**src/rtl/ps2_keyb_rx.sv**
```systemverilog
// ps2_keyb_rx -- PS/2 keyboard receiver.
//
// Samples the raw PS/2 clock/data lines, removes clock glitches, deframes
// 11-bit frames (start, 8 data LSB-first, odd parity, stop), and publishes
// accepted scan codes to the CPU-visible keyb_char word.
//
// Parameters:
//   FILTER_LEN      consecutive equal ps2_clk samples needed to change the
//                   filtered clock level (min 2)
//   TIMEOUT_CYCLES  idle clocks mid-frame before the frame is aborted
//
// Ports:
//   clock       system clock, all state on posedge
//   reset_n     asynchronous active-low reset
//   ps2_clk     raw PS/2 clock line (asynchronous)
//   ps2_data    raw PS/2 data line (asynchronous)
//   keyb_char   32-bit scan-code word read by the CPU
//   byte_valid  one-cycle pulse when a byte is accepted
//   byte_data   last accepted raw byte, held until the next accept
//   frame_err   one-cycle pulse on parity, stop or timeout error
//
// Build option:
//   KEYB_MAKE_BREAK_EN  when defined, keyb_char tracks the currently held key
//                       (E0/F0 prefixes decoded) instead of the last four bytes.
module ps2_keyb_rx #(
  parameter int FILTER_LEN     = 4,
  parameter int TIMEOUT_CYCLES = 100000
) (
  input  logic        clock,
  input  logic        reset_n,
  input  logic        ps2_clk,
  input  logic        ps2_data,
  output logic [31:0] keyb_char,
  output logic        byte_valid,
  output logic [7:0]  byte_data,
  output logic        frame_err
);

  localparam int CNT_W = (TIMEOUT_CYCLES > 2) ? $clog2(TIMEOUT_CYCLES) : 1;
  localparam logic [CNT_W-1:0] CNT_MAX = CNT_W'(TIMEOUT_CYCLES - 1);

  typedef enum logic [1:0] {S_IDLE, S_DATA, S_PARITY, S_STOP} state_e;

  logic                  clk_meta_q, clk_sync_q;
  logic                  dat_meta_q, dat_sync_q;
  logic [FILTER_LEN-1:0] flt_q;
  logic [FILTER_LEN-1:0] dat_dly_q;
  logic                  fclk_q;

  state_e                state_q, state_d;
  logic [7:0]            shift_q, shift_d;
  logic [2:0]            bitcnt_q, bitcnt_d;
  logic                  par_q, par_d;
  logic [CNT_W-1:0]      tmo_q, tmo_d;
  logic [31:0]           keyb_q, keyb_d;
  logic [7:0]            byte_data_q;
  logic                  byte_valid_q, frame_err_q;
  logic                  accept, err;

  logic                  fall;
  logic                  sdat;

  // Synchronisers and clock glitch filter. The data line runs through a delay
  // line of the same depth so the sampled bit corresponds to the moment the
  // clock actually fell on the pin.
  always_ff @(posedge clock or negedge reset_n) begin
    if (!reset_n) begin
      clk_meta_q <= 1'b1;
      clk_sync_q <= 1'b1;
      dat_meta_q <= 1'b1;
      dat_sync_q <= 1'b1;
      flt_q      <= '1;
      dat_dly_q  <= '1;
      fclk_q     <= 1'b1;
    end else begin
      clk_meta_q <= ps2_clk;
      clk_sync_q <= clk_meta_q;
      dat_meta_q <= ps2_data;
      dat_sync_q <= dat_meta_q;
      flt_q      <= {flt_q[FILTER_LEN-2:0], clk_sync_q};
      dat_dly_q  <= {dat_dly_q[FILTER_LEN-2:0], dat_sync_q};
      if (&flt_q)       fclk_q <= 1'b1;
      else if (~|flt_q) fclk_q <= 1'b0;
    end
  end

  // fall is asserted in the cycle in which fclk_q is about to drop.
  assign fall = fclk_q & ~|flt_q;
  assign sdat = dat_dly_q[FILTER_LEN-1];

  // Frame FSM and timeout.
  always_comb begin
    state_d  = state_q;
    shift_d  = shift_q;
    bitcnt_d = bitcnt_q;
    par_d    = par_q;
    tmo_d    = tmo_q;
    accept   = 1'b0;
    err      = 1'b0;
    if (fall) begin
      tmo_d = '0;
      case (state_q)
        S_IDLE: begin
          if (!sdat) begin
            state_d  = S_DATA;
            bitcnt_d = 3'd0;
          end
        end
        S_DATA: begin
          shift_d  = {sdat, shift_q[7:1]};
          bitcnt_d = bitcnt_q + 3'd1;
          if (bitcnt_q == 3'd7) state_d = S_PARITY;
        end
        S_PARITY: begin
          par_d   = sdat;
          state_d = S_STOP;
        end
        S_STOP: begin
          // Odd parity: data bits plus parity bit must hold an odd number of ones.
          if (sdat && (^{shift_q, par_q})) accept = 1'b1;
          else                             err    = 1'b1;
          state_d = S_IDLE;
        end
        default: state_d = S_IDLE;
      endcase
    end else if (state_q == S_IDLE) begin
      tmo_d = '0;
    end else if (tmo_q == CNT_MAX) begin
      state_d = S_IDLE;
      tmo_d   = '0;
      err     = 1'b1;
    end else begin
      tmo_d = tmo_q + 1'b1;
    end
  end

`ifdef KEYB_MAKE_BREAK_EN
  logic ext_q, ext_d;
  logic rel_q, rel_d;

  // Prefix bytes only arm flags; the following key byte resolves them.
  always_comb begin
    keyb_d = keyb_q;
    ext_d  = ext_q;
    rel_d  = rel_q;
    if (accept) begin
      if (shift_q == 8'hE0) begin
        ext_d = 1'b1;
      end else if (shift_q == 8'hF0) begin
        rel_d = 1'b1;
      end else begin
        keyb_d = rel_q ? 32'h0 : {16'h0, (ext_q ? 8'hE0 : 8'h00), shift_q};
        ext_d  = 1'b0;
        rel_d  = 1'b0;
      end
    end
  end

  always_ff @(posedge clock or negedge reset_n) begin
    if (!reset_n) begin
      ext_q <= 1'b0;
      rel_q <= 1'b0;
    end else begin
      ext_q <= ext_d;
      rel_q <= rel_d;
    end
  end
`else
  // Last four accepted bytes, newest in the low byte.
  always_comb begin
    keyb_d = keyb_q;
    if (accept) keyb_d = {keyb_q[23:0], shift_q};
  end
`endif

  always_ff @(posedge clock or negedge reset_n) begin
    if (!reset_n) begin
      state_q      <= S_IDLE;
      shift_q      <= 8'h00;
      bitcnt_q     <= 3'd0;
      par_q        <= 1'b0;
      tmo_q        <= '0;
      keyb_q       <= 32'h0;
      byte_data_q  <= 8'h00;
      byte_valid_q <= 1'b0;
      frame_err_q  <= 1'b0;
    end else begin
      state_q      <= state_d;
      shift_q      <= shift_d;
      bitcnt_q     <= bitcnt_d;
      par_q        <= par_d;
      tmo_q        <= tmo_d;
      keyb_q       <= keyb_d;
      byte_valid_q <= accept;
      frame_err_q  <= err;
      if (accept) byte_data_q <= shift_q;
    end
  end

  assign keyb_char  = keyb_q;
  assign byte_valid = byte_valid_q;
  assign byte_data  = byte_data_q;
  assign frame_err  = frame_err_q;

endmodule

```
**config.mk**
```make
export PLATFORM = sky130hd
export DESIGN_NAME = ps2_keyb_rx
export DESIGN_NICKNAME = d
export VERILOG_FILES = /design/src/rtl/ps2_keyb_rx.sv
export SDC_FILE = /design/constraint.sdc
export NUM_CORES = 1
export LEC_CHECK = 0
export ABC_AREA = 1
export CAP_MARGIN = 10
export CORE_MARGIN = 1.5
export CORE_UTILIZATION = 50
export CTS_CLUSTER_DIAMETER = 30
export DETAILED_ROUTE_END_ITERATION = 10
export HOLD_SLACK_MARGIN = 0.03
export PLACE_DENSITY = 0.87
export SLEW_MARGIN = 20
export SYNTH_ARGS = -nofsm -noshare
export SYNTH_HDL_FRONTEND = slang
export SYNTH_SLANG_ARGS = --single-unit
```
**constraint.sdc**
```tcl
create_clock -name clock -period 1.6 [get_ports clock]
set_clock_uncertainty 0.15 [all_clocks]
set_input_delay 0.32 -clock clock [delete_from_list [all_inputs] [get_ports clock]]
set_output_delay 0.32 -clock clock [all_outputs]
set_load 0.01 [all_outputs]
```
==> summary.md, run 1 <==
| Metric | Value |
|---|---|
| Endpoints failing setup | `57` |
| R2r setup slk | `-320 ps` |
| Sequential Area | `1977 um^2` |
| Count leader, synth | `nand2_1` |
| First-pass GRT wire length | `14880 um` |
| Max-Cap Viols | `0` |
| Area Growth Syn to Fin | `48.59%` |
| Overall Global Routing Usage | `25.06%` |
| Area contributors post-synth | `dfrtp_1, nand2_1, dfstp_2` |
| Core area | `6907 um^2` |
| Final hold vios | `0` |
| TritonCTS clock tree | `done` |
| Wire per inst | `18.94 um` |
| Initial antenna violation count | `0` |
| Share of the synthesized area in the top cell type | `44.58%` |
| Rows | `30` |
| DR DRC count | `0` |
| Critical Path Max Stage Delay | `450 ps` |
| Die width | `88.42 um` |
| Die Ht | `88.42 um` |
| Number of nets still failing antenna checks after routing | `0` |
| Unrepaired setup endpoints after global routing | `yes` |
| Worst reg2reg startpoint | `tmo_q[0]` |
| Dpl cells | `558` |
| Post-synthesis sequential area ratio | `53.94%` |
| Static leakage | `2.762 nW` |
| Mapped Area | `3648 um^2` |
| Initial Utilization | `52.83%` |
| CTS H-tree lvls | `3` |
| Pin count of the biggest net entering global routing | `34` |
| Pre-CTS setup slack | `-120.3 ps` |
| CP Data Arrival Time | `2070 ps` |
| Worst slew pin tran | `401.8 ps` |
| Vias/cell | `5.776` |
| Tcrit/Tclk final | `120.2%` |
| FFs w/ async S/R, synth | `100.0%` |
| Drt first pass iters | `5` |
| DRT Wirelength | `11570 um` |
| Startpoint types | `flip-flop` |
| Most used cell, CP | `nor2_4` |
| Rel. slew slack | `73.01%` |
| CTS Buf Count | `9` |
| Worst EP required | `1750 ps` |
| Reg2Reg Capture Point | `tmo_q[16]` |
| Syn avg cell area | `8.770 um^2` |
| Status | `complete, but fails checks` |
| Clock slew at reported path FFs | `90 ps` |
| Mapped Nets | `428` |
| Dominant cell type by area after synthesis | `dfrtp_1` |
| Max Buffers Root-to-Sink | `2` |
| Multi-input logic area | `1871 um^2` |
| Hold EP | `dat_meta_q` |
| Final worst slack | `-323.1 ps` |
| Synth cell types | `28` |
| Maximum vdd drop | `0.8085 mV` |
| Post-Synthesis Cells | `416` |
| Worst Setup End Kind | `flip-flop` |
| Crit-path max FO | `3` |
| Post-synthesis register bit count | `78` |
| Clock Latency Late Sink | `370 ps` |
| Overall power | `4.159 mW` |
| Critical path type | `flip-flop to flip-flop` |
| Drt first-iter violations | `354` |
| Antenna cell count | `0` |
| Worst-path cell chain | `ha_4 > nand2_4 > nor2_4 > nand2_4 > nor2_4 > nand3_2 > nor2_4 > nand3_1 > nand2_1 > nand3_1 > inv_1` |
| Via count | `3529` |
| Slowest stage cell on the critical path | `dfrtp_1` |
| Synth top cells by count | `nand2_1, dfrtp_1, inv_1` |
| Layout cells sized above 1 | `43.69%` |
| Filler cell count | `394` |
| Die area | `7818 um^2` |
| Max Fclk | `520.0 MHz` |
| Fin crit period | `1923 ps` |
| CTS Sinks | `78` |
| Max Slew Vio Count | `0` |
| PortBufs | `45` |
| Main synth FF type | `dfrtp_1` |
| PwrDens | `767.1 nW/um^2` |
| Min-delay src | `ps2_data` |
| Post-synth EDFFs | `0` |
| Nets | `522` |
| Hold Path Class | `input pin to flip-flop` |
| Reg2Reg Depth | `11` |
| Failing checks | `negative setup slack` |
| Vias in the first global route | `3175` |
| Yosys Warn Count | `0` |
| Non-Filler Instances | `611` |
| Hold path cells | `1` |
| I/O pins | `46` |
| GRT overflow | `0` |
| DP Wirelength | `5188 um` |
| Root Buffer | `clkbuf_8` |
| GPL Wtd Cong | `0.9272` |
| Setup TNS | `-9913 ps` |
-- worst max-delay path, delay by kind of cell (launching register included) --
| kind | cells | cell delay [ps] |
|---|---|---|
| flops | 1 | 450 |
| simple gates | 9 | 1010 |
| fa+ha+maj | 1 | 190 |
| buf+inv | 1 | 70 |
-- power breakdown --
group	switching (mW)	internal [mW]
registers	0.0157	2.01
logic	0.0719	0.0334
clock network	0.829	1.20
-- area by class of cell --
class                   instances  share of cell area (%)
repair buffers                105                   18.79
clock buffers                   9                   2.285
clock inverters                 7                   2.677
inverters                      41                   3.069
flip-flops and latches         78                   36.46
well taps                      96                   2.216
multi-input cells             275                   34.50
-- flip-flops by register name (all words and copies together) (netlist names) --
| signal | count |
|---|---|
| dat_sync_q | 1 |
| par_q | 1 |
| bitcnt_q | 3 |
| clk_sync_q | 1 |
| tmo_q | 17 |
| dat_meta_q | 1 |
| flt_q | 4 |
| frame_err | 1 |
| shift_q | 8 |
| fclk_q | 1 |
| dat_dly_q | 4 |
| keyb_char | 32 |
| clk_meta_q | 1 |
| byte_valid | 1 |
| state_q | 2 |
-- cells in the final DEF, fill, tap and decap left out, drive strengths merged, types with 2 or more instances in the layout --
| master | Yosys | routed |
|---|---|---|
| a21oi | 10 | 10 |
| buf | 21 | 57 |
| bufinv | 0 | 4 |
| clkbuf | 2 | 14 |
| clkdlybuf4s15 | 0 | 3 |
| clkdlybuf4s50 | 0 | 2 |
| dfrtp | 65 | 65 |
| dfstp | 13 | 13 |
| dlygate4sd2 | 0 | 37 |
| ha | 8 | 8 |
| inv | 41 | 42 |
| nand2 | 137 | 138 |
| nand3 | 18 | 18 |
| nand4 | 35 | 35 |
| nor2 | 30 | 30 |
| nor3 | 5 | 5 |
| nor3b | 2 | 2 |
| nor4 | 2 | 2 |
| o21ai | 22 | 22 |
| xor2 | 3 | 3 |
-- cells by family after synthesis --
kind of cell               after synthesis  synth area share [%]
AOI/OAI and AO/OA                       32                 4.390
xor gates and xnor gates                 3                0.7203
buffers and inverters                   64                 8.950
adders and majority gates                8                 2.744
and+or+nand+nor                        231                 29.25
DFF                                     78                 53.94
-- what timing repair did --
action,in CTS,in global routing
pin swaps,19,38
setup endpoints to repair,96,64
hold buffers,1,0
gates resized for setup,95,134
buffers inserted,15,16
endpoints found under the hold margin,72,0
gates cloned,1,5
-- metal layers --
layer / part of all wire [%] / track usage, % / vias up
met3: 6.7 / 5.037 / 57
li1: - / - / 1532
met5: 0 / 0 / -
met4: 4.6 / 10.65 / 0
met2: 52 / 42.54 / 223
met1: 36 / 31.32 / 1717
-- how the worst max path moves through the flow --
| stage | start | endpoint | slack [ps] | cells after the start |
|---|---|---|---|---|
| 3_3_place_gp | tmo_q[0] | tmo_q[9] | -30 | 10 |
| 6_report | tmo_q[0] | tmo_q[16] | -320 | 11 |
| 2_1_floorplan | tmo_q[0] | tmo_q[16] | 7 | 10 |
| 3_5_place_dp | tmo_q[0] | tmo_q[16] | -120 | 10 |
| 5_1_grt | tmo_q[0] | tmo_q[16] | -380 | 11 |
| 4_1_cts | shift_q[1] | keyb_char[13] | -120 | 12 |
-- metrics by stage --
step | area, um^2 | util [%] | hold WS, ps
final | 5421 | 78.50 | 200.9
after floorplan | 3664 | - | -125.6
after global routing | 5421 | 78.50 | 201.9
after global placement | 4302 | 62.28 | 88.18
after detailed placement | 4302 | 62.28 | 90.04
after CTS | 4793 | 69.40 | 206.9
(Power assumes the default switching activity.)
==> inputs of run 2 (changes only) <==
--- a/config.mk
+++ b/config.mk
@@ -6,13 +6,14 @@
 export NUM_CORES = 1
 export LEC_CHECK = 0
 export ABC_AREA = 1
-export CAP_MARGIN = 10
+export CAP_MARGIN = 20
 export CORE_MARGIN = 1.5
 export CORE_UTILIZATION = 50
 export CTS_CLUSTER_DIAMETER = 30
 export DETAILED_ROUTE_END_ITERATION = 10
 export HOLD_SLACK_MARGIN = 0.03
 export PLACE_DENSITY = 0.87
+export SKIP_CTS_REPAIR_TIMING = 1
 export SLEW_MARGIN = 20
 export SYNTH_ARGS = -nofsm -noshare
 export SYNTH_HDL_FRONTEND = slang
==> run 2 against run 1 <==
The run still ends with negative setup slack left; clock power hardly changed; register-to-register slack worse by 40 ps; sequential power hardly changed; die area stayed put; cell count is 2.3% lower; first-iteration DRC count is 27% lower; critical path type unchanged.
==> summary.md, run 2 (synthesis results as in run 1) <==
| Metric | Value |
|---|---|
| GRT overflow | `0` |
| Worst EP required | `1710 ps` |
| Dpl cells | `558` |
| Core area | `6907 um^2` |
| Die area | `7818 um^2` |
| Rel. slew slack | `74.57%` |
| DR DRC count | `0` |
| Min-delay src | `ps2_data` |
| Layout cells sized above 1 | `41.12%` |
| Most used cell, CP | `nand2_1` |
| Failing checks | `negative setup slack` |
| Antenna cell count | `0` |
| Static leakage | `3.294 nW` |
| Max-Cap Viols | `0` |
| DRT Wirelength | `11120 um` |
| Endpoints failing setup | `53` |
| Fin crit period | `1964 ps` |
| Overall Global Routing Usage | `21.96%` |
| Largest register FFs | `32` |
| Area Growth Syn to Fin | `49.59%` |
| Die width | `88.42 um` |
| Hold Path Class | `input pin to flip-flop` |
| First-pass GRT wire length | `13160 um` |
| Die Ht | `88.42 um` |
| Vias/cell | `5.643` |
| PwrDens | `760.5 nW/um^2` |
| Initial antenna violation count | `0` |
| Number of nets still failing antenna checks after routing | `0` |
| Critical Path Start | `shift_q[3]` |
| Maximum vdd drop | `0.8280 mV` |
| Clock slew at reported path FFs | `90 ps` |
| Design area | `5458 um^2` |
| GPL Wtd Cong | `0.9272` |
| CTS Buf Count | `9` |
| CP Buf/Inv Count | `2` |
| Unrepaired setup endpoints after global routing | `yes` |
| Worst reg2reg startpoint | `shift_q[3]` |
| Rows | `30` |
| Most common cell after layout, fill and taps aside | `nand2_1` |
| Tcrit/Tclk final | `122.8%` |
| Drt first pass iters | `5` |
| Nets | `508` |
| Grt met1 use | `28.63%` |
| Final worst slack | `-364.1 ps` |
| Max Fclk | `509.1 MHz` |
| CTS H-tree lvls | `3` |
| Wire per inst | `18.63 um` |
| GRT met2 Usage | `36.36%` |
| Final hold vios | `0` |
| Vias in the first global route | `2883` |
| Overall power | `4.151 mW` |
| Pin count of the biggest net entering global routing | `34` |
| Max Buffers Root-to-Sink | `2` |
| Clock Latency Late Sink | `370 ps` |
| Area after DPL | `4302 um^2` |
| Most frequent cells in the layout | `nand2_1, dfrtp_1, nand2_2` |
| Critical path's top delay family | `simple AND/OR/NAND/NOR gates` |
| Worst Setup End Kind | `flip-flop` |
| CP Data Arrival Time | `2080 ps` |
| DP Wirelength | `5188 um` |
| Via count | `3369` |
| Grt peak-use layer | `met2` |
| Initial Utilization | `52.83%` |
| Status | `complete, but fails checks` |
| TritonCTS clock tree | `done` |
| I/O pins | `46` |
| Slowest stage cell on the critical path | `dfrtp_1` |
| Startpoint types | `flip-flop` |
| Worst-path cell chain | `inv_2 > nand2_1 > nand2_1 > nand2_2 > nand2_4 > nand2_4 > nand2_2 > nand2_2 > nand4_4 > clkbuf_16 > nand2_1 > nand2_1` |
| Critical path type | `flip-flop to flip-flop` |
| Filler cell count | `400` |
| Root Buffer | `clkbuf_8` |
| Worst slew pin tran | `377.4 ps` |
| Non-Filler Instances | `597` |
| Max Slew Vio Count | `0` |
| Critical Path Max Stage Delay | `470 ps` |
| CTS Sinks | `78` |
| PortBufs | `45` |
| Crit-path max FO | `6` |
| Drt first-iter violations | `257` |
| GR Layer Usage met3 | `4.664%` |
-- run 2: cell types whose count changed in the layout (fill, tap and decap cells not counted), moves of 3 or more --
cell             delta
dlymetal6s2s_1     +42
dlygate4sd2_1      -37
buf_4              -10
nand2_4             -5
nand2_2             +4
buf_6               -3
clkdlybuf4s15_1     -3
-- run 2: worst paths after layout --
| path | end | cells after the start | slack, ps |
|---|---|---|---|
| setup / recovery | keyb_char[13] | 12 | -360 |
| hold / removal | dat_meta_q | 1 | 210 |
| setup reg to reg | keyb_char[13] | 12 | -360 |
| hold reg to reg | dat_dly_q[0] | 0 | 210 |
| max in group asynchronous | dat_dly_q[1] | 3 | 530 |
| min in group asynchronous | keyb_char[5] | 2 | 250 |
-- run 2: cell type report --
type                       instances  area [um^2]  area share, %
timing repair buffer              92         1084          19.85
inverter                          41        163.9          3.003
sequential                        78         1977          36.22
clock buffer                       9        123.9          2.270
multi-input combinational        274         1844          33.79
clock inverter                     7        145.1          2.659
tap                               96        120.1          2.201
-- run 2: power by group --
part           internal (mW)  leakage, nW  total (mW)  switching (mW)
Combinational         0.0278         2.13      0.0974          0.0696
Sequential              2.01         1.03        2.03          0.0197
Clock                   1.20        0.130        2.03           0.825
Total                   3.24         3.29        4.15           0.914
-- run 2: layer usage --
layer  vias to the layer above  wire length [um]
met1                      1642              4139
met3                        51               736
met2                       178              5827
li1                       1498                 -
met4                         0               419
met5                         -                 0
-- run 2: stage by stage --
step	utilization [%]	hold WS [ps]	setup WS (ps)	setup TNS [ps]
floorplan	-	-125.6	7.310	0
global placement	62.28	88.18	-28.92	-254.3
detailed placement	62.28	90.04	-120.3	-3816
CTS	66.18	-298.0	-252.0	-12740
global route	79.02	199.2	-411.3	-15260
finish	79.02	206.9	-364.1	-12060
==> inputs of run 3 (changes only) <==
--- a/config.mk
+++ b/config.mk
@@ -18,3 +18,4 @@
 export SYNTH_ARGS = -nofsm -noshare
 export SYNTH_HDL_FRONTEND = slang
 export SYNTH_SLANG_ARGS = --single-unit
+export TNS_END_PERCENT = 50
==> run 3 against run 2 <==
The flow still finishes with violations (negative setup slack); largest power group unchanged; fmax decreased by 3.7%; critical endpoint is now keyb_char[3]; first-iteration DRC count increased by 51%; total power decreased by 13%; non-clock buffer count increased by 3; core utilization decreased by 3.4 points; die area unchanged; combinational power decreased by 0.6%; hold slack got worse by 7.6 ps; critical path type unchanged; wire length increased by 8.6%; sequential share of layout area increased by 1.6 points.
==> summary.md, run 3 (synthesis results as in run 1) <==
| Metric | Value |
|---|---|
| Hold Slack | `199.2 ps` |
| Worst setup endpoint | `keyb_char[3]` |
| Crit-path max FO | `8` |
| Final worst slack | `-439.4 ps` |
| Critical Path Start | `shift_q[4]` |
| Final Util | `75.58%` |
| Max-Cap Viols | `0` |
| Most common cell after layout, fill and taps aside | `nand2_1` |
| CTS Sinks | `78` |
| Nets | `511` |
| Vias/cell | `5.935` |
| Clock slew at reported path FFs | `90 ps` |
| Max Fclk | `490.3 MHz` |
| Unrepaired setup endpoints after global routing | `yes` |
| Status | `complete, but fails checks` |
| Initial antenna violation count | `0` |
| Tcrit/Tclk final | `127.5%` |
| Vias in the first global route | `2929` |
| Drt first-iter violations | `388` |
| Initial Utilization | `52.83%` |
| I/O pins | `46` |
| Failing checks | `negative setup slack` |
| GRT overflow | `0` |
| Critical path type | `flip-flop to flip-flop` |
| Drt first pass iters | `6` |
| DP Wirelength | `5373 um` |
| Worst EP required | `1680 ps` |
| Rel. slew slack | `75.25%` |
| Clock Latency Late Sink | `380 ps` |
| Reg2Reg Depth | `11` |
| Layout cells sized above 1 | `34.92%` |
| CTS H-tree lvls | `3` |
| Most frequent cells in the layout | `nand2_1, dfrtp_1, nand2_2` |
| Maximum vdd drop | `0.3707 mV` |
| CP Data Arrival Time | `2120 ps` |
| Static leakage | `3.226 nW` |
| R2r setup slk | `-440 ps` |
| Max Buffers Root-to-Sink | `2` |
| DR DRC count | `0` |
| Pin count of the biggest net entering global routing | `34` |
| Overall Global Routing Usage | `22.16%` |
| Reg2Reg Capture Point | `keyb_char[3]` |
| Max Slew Vio Count | `0` |
| Root Buffer | `clkbuf_8` |
| PwrDens | `695.6 nW/um^2` |
| DRT Wirelength | `12080 um` |
| Largest register FFs | `32` |
| CTS Buf Count | `9` |
| Worst slew pin tran | `367.9 ps` |
| Pre-CTS setup slack | `-204.1 ps` |
| Design area | `5220 um^2` |
| First-pass GRT wire length | `13290 um` |
| Area Growth Syn to Fin | `43.07%` |
| Rows | `30` |
| Number of nets still failing antenna checks after routing | `0` |
| TritonCTS clock tree | `done` |
| Antenna cell count | `0` |
| Endpoints failing setup | `59` |
| Wire per inst | `20.13 um` |
| PortBufs | `45` |
| Overall power | `3.631 mW` |
| Core area | `6907 um^2` |
| Via count | `3561` |
| Startpoint types | `flip-flop` |
| Hold Path Class | `input pin to flip-flop` |
| Die width | `88.42 um` |
| GPL Wtd Cong | `0.8670` |
| Final hold vios | `0` |
| Area after DPL | `4334 um^2` |
| Die area | `7818 um^2` |
| Worst reg2reg startpoint | `shift_q[4]` |
| Worst Setup End Kind | `flip-flop` |
| Die Ht | `88.42 um` |
| Fin crit period | `2039 ps` |
run 3: routing by layer:
layer,vias up,GRT usage [%],part of all wire [%]
met5,-,0,0
met4,0,10.65,6.3
met3,78,5.037,7.0
met2,238,37.27,52
met1,1736,27.08,35
li1,1509,-,-
run 3: where the power goes:
part           leakage [nW]  switching [mW]  total (mW)  internal [mW]
clock network        0.0879           0.790        1.51          0.722
logic                  2.10          0.0683      0.0968         0.0286
registers              1.04          0.0156        2.02           2.01
run 3: how the worst min path moves through the flow:
stage          startpoint     endpoint  slack [ps]  depth (start not counted)
2_1_floorplan     reset_n  bitcnt_q[0]        -130                          0
3_3_place_gp      reset_n     tmo_q[2]          60                          1
3_5_place_dp      reset_n     tmo_q[2]          60                          1
4_1_cts           reset_n     tmo_q[2]        -330                          1
5_1_grt           ps2_clk   clk_meta_q         210                          1
6_report          ps2_clk   clk_meta_q         200                          1
run 3: per-stage QoR:
stage	setup TNS, ps	cells
after global routing	-17520	600
after detailed placement	-4282	561
after global placement	-541.3	561
final	-13860	600
after floorplan	-17.57	416
after CTS	-13100	577
run 3: layout make-up:
class                      instances  area [um^2]
multi-input combinational        274         1680
inverter                          41        158.9
timing repair buffer              95         1091
tap                               96        120.1
clock buffer                       9        123.9
fill                             409         1687
sequential                        78         1972
clock inverter                     7        73.82
run 3: worst max-delay path: stages (launching register included):
cell and delay, ps:
dfrtp_1 450, inv_2 130, nand2_1 80, nand2_1 100, nand2_2 110, nand3_2 120, nand2_2 60, nand2_2 90
nand4_4 200, clkbuf_16 250, nand2_2 60, nand2_1 110
